[config.mk]
export PLATFORM = sky130hd
export DESIGN_NAME = fir_chan_sched
export DESIGN_NICKNAME = d
export VERILOG_FILES = /design/src/rtl/fir_chan_sched.sv
export SDC_FILE = /design/constraint.sdc
export NUM_CORES = 1
export LEC_CHECK = 0
export ABC_CLOCK_PERIOD_IN_PS = 8300
export BUFFER_PORTS_ARGS = -buffer_cell sky130_fd_sc_hd__buf_2
export CORE_MARGIN = 8
export CORE_UTILIZATION = 53
export DETAILED_ROUTE_END_ITERATION = 16
export GPL_ROUTABILITY_DRIVEN = 0
export PLACE_DENSITY_LB_ADDON = 0.08
export SLEW_MARGIN = 20
export SYNTH_ARGS = -nofsm -noshare
export SYNTH_HDL_FRONTEND = slang
export SYNTH_SLANG_ARGS = --single-unit
[constraint.sdc]
create_clock -name clk -period 8.3 [get_ports clk]
set_input_delay 1.66 -clock clk [delete_from_list [all_inputs] [get_ports clk]]
set_output_delay 1.66 -clock clk [all_outputs]
set_load 0.01 [all_outputs]
[src/rtl/fir_chan_sched.sv]
// fir_chan_sched: serializes masked multi-channel frames into per-channel beats for one shared FIR MAC engine.
// Optional build macro FIR_SCHED_STATS_EN adds the stat_frames / stat_stalls counters.
module fir_chan_sched #(
  parameter int CHANNELS   = 16,
  parameter int DATA_WIDTH = 16,
  parameter int DECIM      = 8,
  localparam int CH_W      = $clog2(CHANNELS)
) (
  input  logic                           clk,
  input  logic                           nrst,
  input  logic                           s_tvalid,
  output logic                           s_tready,
  input  logic [CHANNELS*DATA_WIDTH-1:0] s_tdata,
  input  logic [CHANNELS-1:0]            chan_mask,
  output logic                           eng_valid,
  input  logic                           eng_ready,
  output logic [CH_W-1:0]                eng_chan,
  output logic signed [DATA_WIDTH-1:0]   eng_sample,
  output logic                           eng_compute,
  input  logic                           eng_done,
  output logic                           busy,
  output logic                           err
`ifdef FIR_SCHED_STATS_EN
  ,
  output logic [31:0]                    stat_frames,
  output logic [31:0]                    stat_stalls
`endif
);
  localparam int PH_W  = (DECIM > 1) ? $clog2(DECIM) : 1;
  localparam int CNT_W = CH_W + 1;

  typedef enum logic [1:0] {IDLE, ISSUE, DRAIN} state_t;
  state_t state, state_nxt;

  logic signed [DATA_WIDTH-1:0] frame_q [CHANNELS];
  logic [CHANNELS-1:0] mask_q;
  logic [CH_W-1:0]     ptr, ptr_nxt, first_idx, next_idx;
  logic                first_found, next_found;
  logic                compute_flag;
  logic [PH_W-1:0]     phase;
  logic [CNT_W-1:0]    outstanding, outstanding_nxt;
  logic                accept, beat_take, inc, err_hit;

  // Lowest set bit of the live mask (for acceptance) and next set bit above ptr in the snapshot.
  always_comb begin
    first_found = 1'b0;
    first_idx   = '0;
    next_found  = 1'b0;
    next_idx    = '0;
    for (int i = CHANNELS - 1; i >= 0; i--) begin
      if (chan_mask[i]) begin
        first_found = 1'b1;
        first_idx   = CH_W'(i);
      end
      if (mask_q[i] && (CH_W'(i) > ptr)) begin
        next_found = 1'b1;
        next_idx   = CH_W'(i);
      end
    end
  end

  assign accept    = s_tvalid && s_tready;
  assign eng_valid = (state == ISSUE);
  assign beat_take = eng_valid && eng_ready;
  assign inc       = beat_take && compute_flag;
  assign err_hit   = eng_done && !inc && (outstanding == '0);

  // A simultaneous beat acceptance and completion cancel out.
  always_comb begin
    outstanding_nxt = outstanding;
    if (inc && !eng_done)
      outstanding_nxt = outstanding + 1'b1;
    else if (eng_done && !inc && (outstanding != '0))
      outstanding_nxt = outstanding - 1'b1;
  end

  always_comb begin
    state_nxt = state;
    ptr_nxt   = ptr;
    unique case (state)
      IDLE:
        if (accept && first_found) begin
          state_nxt = ISSUE;
          ptr_nxt   = first_idx;
        end
      ISSUE:
        if (beat_take) begin
          if (next_found) ptr_nxt = next_idx;
          else            state_nxt = compute_flag ? DRAIN : IDLE;
        end
      DRAIN:
        if (outstanding_nxt == '0) state_nxt = IDLE;
      default: state_nxt = IDLE;
    endcase
  end

  always_ff @(posedge clk or negedge nrst) begin
    if (!nrst) begin
      state        <= IDLE;
      s_tready     <= 1'b0;
      ptr          <= '0;
      mask_q       <= '0;
      compute_flag <= 1'b0;
      phase        <= '0;
      outstanding  <= '0;
      err          <= 1'b0;
    end else begin
      state       <= state_nxt;
      s_tready    <= (state_nxt == IDLE);
      ptr         <= ptr_nxt;
      outstanding <= outstanding_nxt;
      if (err_hit) err <= 1'b1;
      if (accept) begin
        mask_q       <= chan_mask;
        compute_flag <= (phase == PH_W'(DECIM - 1));
        phase        <= (phase == PH_W'(DECIM - 1)) ? '0 : phase + 1'b1;
      end
    end
  end

  // Frame samples are pure data and carry no reset; outputs are gated by eng_valid instead.
  always_ff @(posedge clk) begin
    if (accept)
      for (int k = 0; k < CHANNELS; k++)
        frame_q[k] <= s_tdata[k*DATA_WIDTH +: DATA_WIDTH];
  end

  assign busy        = (state != IDLE);
  assign eng_chan    = eng_valid ? ptr : '0;
  assign eng_sample  = eng_valid ? frame_q[ptr] : '0;
  assign eng_compute = eng_valid && compute_flag;

`ifdef FIR_SCHED_STATS_EN
  always_ff @(posedge clk or negedge nrst) begin
    if (!nrst) begin
      stat_frames <= '0;
      stat_stalls <= '0;
    end else begin
      if (accept)                  stat_frames <= stat_frames + 1'b1;
      if (eng_valid && !eng_ready) stat_stalls <= stat_stalls + 1'b1;
    end
  end
`endif
endmodule

### After elaboration in Yosys (flattened, before gate mapping)

Memory sizes are Yosys's and may differ from the RTL's.
Index checks and enable logic that the tools add are counted.

* bits in registers: 33
* memory bits (writable): 256
* bits of input ports: 277
* word-level logic and storage cells: 150
* memories: 1

* add/sub/neg operators: 3
* order comparisons: 16
* equality and inequality tests: 6
* muxes and demuxes: 81
* reductions and logical operators: 35

Memories
* frame_q: depth 16, bits a word 16, read ports 1, clocked after memory_dff 0, wr ports 16, line 35 `logic signed [DATA_WIDTH-1:0] frame_q [CHANNELS];`

Operators by type and width (number)
* 2-to-1 mux 4 bit: 36
* 2-to-1 mux 1 bit: 34
* greater-than comparator 4 bit (first input constant): 8
* logical AND 1 bit: 25
* greater-than comparator 3 x 4 -> 1 bit (first input constant): 4
* 2-to-1 mux 16 bit: 1
* zero test 5 bit: 2
* 2-to-1 mux 2 bit: 5
* 2-to-1 mux 5 bit: 2
* greater-than comparator 1 x 4 -> 1 bit (first input constant): 2
* greater-than comparator 2 x 4 -> 1 bit (first input constant): 2
* case mux 4 bit (2 select lines): 1
* case mux 2 bit (3 select lines): 1
* adder 5 x 1 -> 5 bit (second input constant): 1
* nonzero test 5 bit: 1
* subtractor 5 x 1 -> 5 bit (second input constant): 1
* zero test 2 bit: 2
* != test 2 x 1 -> 1 bit (second input constant): 2
* AND reduction 4 bit: 1
* nonzero test 2 bit: 2
* adder 3 x 1 -> 3 bit (second input constant): 1
* == test 3 bit (second input constant): 1
* 2-to-1 mux 3 bit: 1
* == test 2 x 1 -> 1 bit (second input constant): 1
* other kinds (3): 4

### Depth between registers and ports, before layout

* depth after elaboration: 22
* mapped depth: 9
* mapped depth without buffers: 8

### Worst setup path after synthesis

Ideal clock, no wire load.

* path kind: input port to flip-flop
* start point: in s_tvalid
* end point: reg mask_q[12]
* library setup time: 0.387 ns
* data arrival time: 7.280 ns
* setup slack: 0.633 ns
* stages: 4
* buffers on the path: 1
* cells stage by stage: nand2_1 -> clkbuf_1 -> inv_1 -> o21ai_0

* word-level cells in the longest chain between the ends: 1

RTL lines
* start: declaration: line 11 `input logic s_tvalid,`
* logical AND 1 bit: line 62 `assign accept = s_tvalid && s_tready;`
* net accept: line 42 `logic accept, beat_take, inc, err_hit;`
* end signal: assignment: line 114 `mask_q <= chan_mask;`
* end: declaration: line 36 `logic [CHANNELS-1:0] mask_q;`

The timed path passes the listed nets, and every way through them passes these cells.
A chain may end at the register's enable or synchronous reset.

### Final worst setup path

* start point: reg ptr[0]
* end point: out eng_sample[12]

* word-level cells in the longest chain between the ends: 2

RTL lines
* start: declaration: line 37 `logic [CH_W-1:0] ptr, ptr_nxt, first_idx, next_idx;`
* start signal: assignment: line 110 `ptr <= ptr_nxt;`
* memory read (16 x 16 bit)
* 2-to-1 mux 16 bit: line 130 `assign eng_sample = eng_valid ? frame_q[ptr] : '0;`
* end: declaration: line 18 `output logic signed [DATA_WIDTH-1:0] eng_sample,`

No other way between the ends.

==> results.txt <==
----------------------------------------------------
[GRT]
  Leftover overflow at the end of global routing ... 0
  M2 GR Usage ... 34.6%
  Met3 global-route usage ... roughly 6.3%
  GR Layer Usage met1 ... between 20% and 30%
  Vias in the first global route ... 7895
  Wire length of the first global-routing pass ... between 40000 and 50000 µm
  Most crowded layer after global routing ... met2
  Largest net degree at the start of global routing ... approximately 140
  GR Util All Layers ... roughly 21%
  Initial antenna violation count ... 13

[Cells and area]
  Leading cell type in the layout, fill and taps excluded ... sky130_fd_sc_hd__buf_2
  Area of the multi-input gates ... around 3200 µm²
  Share of post-route cells with drive strength above 1 ... between 40% and 50%
  FILL cells ... 1568
  Fin util ... between 60 and 70%
  Sequential cell area ... 8500 µm²
  Post-synthesis to final-layout area growth ... 22.6%
  Commonest cells after routing, fill and taps aside ... sky130_fd_sc_hd__buf_2 (301), sky130_fd_sc_hd__edfxtp_1 (256), sky130_fd_sc_hd__mux4_2 (80), sky130_fd_sc_hd__clkbuf_16 (30), sky130_fd_sc_hd__dfrtp_1 (29)
  Net total in the final layout ... ~1200

[Synth]
  Fraction of the mapped netlist area in compound gates ... between 4 and 5%
  Gate Count Post-Synth ... approximately 600
  Adder and majority cell fraction of the synthesized area ... less than 1%
  Distinct cell type count of the synthesized netlist ... 64
  Synthesized netlist net count ... 896
  Sequential area share after synthesis ... a little under three quarters
  Synth async-reset ratio ... approximately 11%
  Cell Area, Synth ... about 12000 µm²
  Prevailing post-synth register cell ... sky130_fd_sc_hd__edfxtp_1
  Warnings from Yosys ... 0
  Number of enable flip-flop cells after synthesis ... around 260
  Main combinational cell family by area after synthesis ... multiplexers
  Xor-xnor portion of the synthesized cell area ... 0.147%
  Simple logic cell fraction of the synthesized area ... under 10%
  Count of state elements after synthesis ... ~290
  Multiplexer fraction of the synthesized cell area ... between 10% and 20%
  Avg Inst Size Synth ... 19.4 µm²

[Power]
  Pint ... between 3 and 4 mW
  Combinational fraction of design power ... 31.1%
  P per Cell Area ... about 340 nW/µm²
  Power share of the sequential group ... between 40 and 50%
  IR Drop Worst-Case VDD ... about 0.21 mV
  Clock share of power ... between 20 and 25%
  Net Sw Frac ... ~30%
  Sw power ... 1.51 mW
  Leakage power ... 5.51 nW

[Routing]
  Detailed-route wire length ... about 29000 µm
  Vias per std cell ... between 5 and 6
  Length of the first detailed-routing pass in iterations ... 5
  Wirelength per Cell ... ~23 µm
  Violation count after the first detailed-routing iteration ... around 550
  Number of vias in the routed layout ... 7100
  Routed Antenna Nets ... 0
  Remaining design rule violation count ... 0

[CTS]
  TritonCTS clock tree ... done
  Number of CTS-inserted buffers ... 30
  Buffer type at the clock tree root ... sky130_fd_sc_hd__clkbuf_16
  Count of H-tree levels built during CTS ... 1
  Max Buffers Root-to-Sink ... 3
  Insertion delay of the later-clocked pin in the worst-skew pair ... 0.55 ns
  Clock slew at the register clock pins of the worst setup and hold paths ... around 0.06 ns
  Post-CTS setup buffer count ... 0
  Clock sink total ... ~290
  Post-cts repair resize count ... 0
  Count of hold-fix buffers inserted at cts ... 0

[Worst setup path]
  Slowest stage cell, crit path ... sky130_fd_sc_hd__dfrtp_4
  Crit. End Element ... output port
  Crit start category ... flop
  CP most frequent cell ... sky130_fd_sc_hd__mux4_2
  Highest fanout seen on the critical path ... between 40 and 50
  Worst Path Arrival ... around 3.6 ns
  Reg-to-reg slack, setup ... roughly 5 ns
  Cell-by-cell listing of the critical path ... buf_4, mux4_2, mux4_2, and2_1, buf_2
  Type of the worst setup path ... flop to output port
  Number of cell instances on the worst register-to-register path ... 7
  Worst EP required ... 6.64 ns
  Biggest cell delay along the critical path ... between 0.9 and 1 ns

[Timing]
  Fraction of the cycle the final worst path needs ... between 60% and 70%
  Final Critical Period ... around 5.3 ns
  Final number of setup-violating endpoints ... 0
  Setup repair after global routing missed its margin ... false
  Final hold violation count ... 0
  Worst slew pin tran ... 0.911 ns
  Total negative slack for setup checks ... 0 ns
  Final worst clock skew ... 0.0168 ns
  Timing-limited maximum frequency ... between 150 and 200 MHz
  Slew headroom ... ~39%
  Max-slew violations ... 0

[Placed design]
  HPWL reported at the end of detailed placement ... approximately 20000 µm
  PortBufs ... around 300

[Die]
  Area enclosed by the die boundary ... between 20000 and 30000 µm²
  Core region area ... 22400 µm²
  Count of standard-cell rows ... between 50 and 60
  X dimension of the die ... around 170 µm
  Effective utilization at floorplan ... 53.2%
  IO Pins ... a little over 300
  Chip Height ... between 150 and 200 µm

[Min path]
  Hold WC Path Type ... flop to flop
  Number of stages on the worst hold path ... 1

[Job]
  Max-Cap Viols ... 0

[Run status]
  Run status ... completed

----------------------------------------------------
==> cell families (layout without fill, tap and decap cells) <==
logic type | Yosys count | after routing
compound gates | 82 | 82
simple gates | 99 | 99
buf+inv | 46 | 377
fa+ha+maj | 4 | 4
flops | 288 | 288
xor+xnor | 2 | 2
other cells | 0 | 5
mux | 94 | 94
==> through the flow <==
step | instance area (µm²) | total power [mW] | worst slack [ns] | instances | hold WS [ns]
3_5_place_dp | 13700 | 3.78 | 3.48 | 1175 | 0.450
5_1_grt | 14600 | 5.21 | 2.72 | 1236 | 0.472
4_1_cts | 14600 | 5.00 | 2.90 | 1230 | 0.464
3_3_place_gp | 13700 | 3.73 | 3.48 | 1175 | 0.452
2_1_floorplan | 11900 | 3.35 | 0.633 | 615 | 0.454
6_report | 14600 | 4.95 | 3.01 | 1236 | 0.458
==> worst max-delay path: cells and delay by family, from the launching register on <==
family | cells | cell delay, ns
and+or+nand+nor | 1 | 0.20
buffers and inverters | 2 | 0.84
DFF | 1 | 0.94
muxes | 2 | 1.04
==> layer usage <==
layer / routed length [µm] / vias to the layer above / part of all wire (%)
li1: - / 3157 / -
met1: 11100 / 3516 / 39
met2: 14400 / 332 / 50
met3: 2260 / 79 / 7.9
met4: 887 / 16 / 3.1
met5: 85 / - / 0.30
==> cells in the mapped netlist (2+ instances only) <==
cell / number / area, µm²
sky130_fd_sc_hd__a211oi_1: 3 / 22.5
sky130_fd_sc_hd__a21boi_0: 3 / 22.5
sky130_fd_sc_hd__a21o_1: 4 / 30.0
sky130_fd_sc_hd__a21oi_1: 12 / 60.1
sky130_fd_sc_hd__a22oi_1: 2 / 15.0
sky130_fd_sc_hd__a2bb2oi_1: 3 / 26.3
sky130_fd_sc_hd__a311oi_1: 2 / 17.5
sky130_fd_sc_hd__a31oi_1: 4 / 25.0
sky130_fd_sc_hd__a41oi_1: 2 / 17.5
sky130_fd_sc_hd__and2_1: 21 / 131
sky130_fd_sc_hd__and4b_1: 2 / 20.0
sky130_fd_sc_hd__buf_1: 2 / 7.51
sky130_fd_sc_hd__buf_2: 18 / 90.1
sky130_fd_sc_hd__buf_4: 2 / 15.0
sky130_fd_sc_hd__clkbuf_1: 8 / 30.0
sky130_fd_sc_hd__dfrtp_1: 32 / 801
sky130_fd_sc_hd__edfxtp_1: 256 / 7690
sky130_fd_sc_hd__ha_1: 4 / 50.1
sky130_fd_sc_hd__inv_1: 14 / 52.6
sky130_fd_sc_hd__mux2_2: 12 / 135
sky130_fd_sc_hd__mux2i_1: 2 / 20.0
sky130_fd_sc_hd__mux4_2: 80 / 1800
sky130_fd_sc_hd__nand2_1: 15 / 56.3
sky130_fd_sc_hd__nand2b_1: 6 / 37.5
sky130_fd_sc_hd__nand3_1: 5 / 25.0
sky130_fd_sc_hd__nor2_1: 19 / 71.3
sky130_fd_sc_hd__nor2b_1: 7 / 43.8
sky130_fd_sc_hd__nor3_1: 4 / 20.0
sky130_fd_sc_hd__nor4_1: 7 / 43.8
sky130_fd_sc_hd__o2111ai_1: 3 / 26.3
sky130_fd_sc_hd__o21a_1: 2 / 15.0
sky130_fd_sc_hd__o21ai_0: 17 / 85.1
sky130_fd_sc_hd__o21bai_1: 3 / 22.5
sky130_fd_sc_hd__o221ai_1: 3 / 26.3
sky130_fd_sc_hd__o22ai_1: 2 / 12.5
sky130_fd_sc_hd__o311a_1: 2 / 20.0
sky130_fd_sc_hd__o31a_1: 2 / 17.5
sky130_fd_sc_hd__o31ai_1: 2 / 15.0
sky130_fd_sc_hd__or3_1: 2 / 12.5
sky130_fd_sc_hd__xnor2_1: 2 / 17.5
==> final timing paths <==
| kind | start | to |
|---|---|---|
| max | ptr[0] | eng_sample[12] |
| min | err | err |
| max reg2reg | ptr[0] | s_tready |
| min reg2reg | err | err |
| min in group asynchronous | nrst | phase[2] |
| max in group asynchronous | nrst | ptr[0] |
==> power groups by stage <==
stage	combinational, mW	sequential, mW	clock, mW
after floorplan	1.26	2.10	0
after global placement	1.48	2.25	0
after detailed placement	1.51	2.27	0
after CTS	1.52	2.24	1.24
after global routing	1.67	2.24	1.30
final	1.54	2.19	1.21
==> state kept, by name (all words and copies together), names as in the netlist <==
signal / flops
frame_q: 256
mask_q: 15
outstanding: 5
ptr: 4
phase: 3
state: 2
compute_flag: 1
err: 1
s_tready: 1
==> final cells by class <==
class	instances	share of cell area (%)
antenna	5	0.0857
clock buffer	37	5.32
clock inverter	18	0.797
inverter	15	0.437
multi-input combinational	281	22.0
sequential	288	58.2
tap	285	2.44
timing repair buffer	307	10.7
No activity file was read; power rests on OpenSTA's default activity.
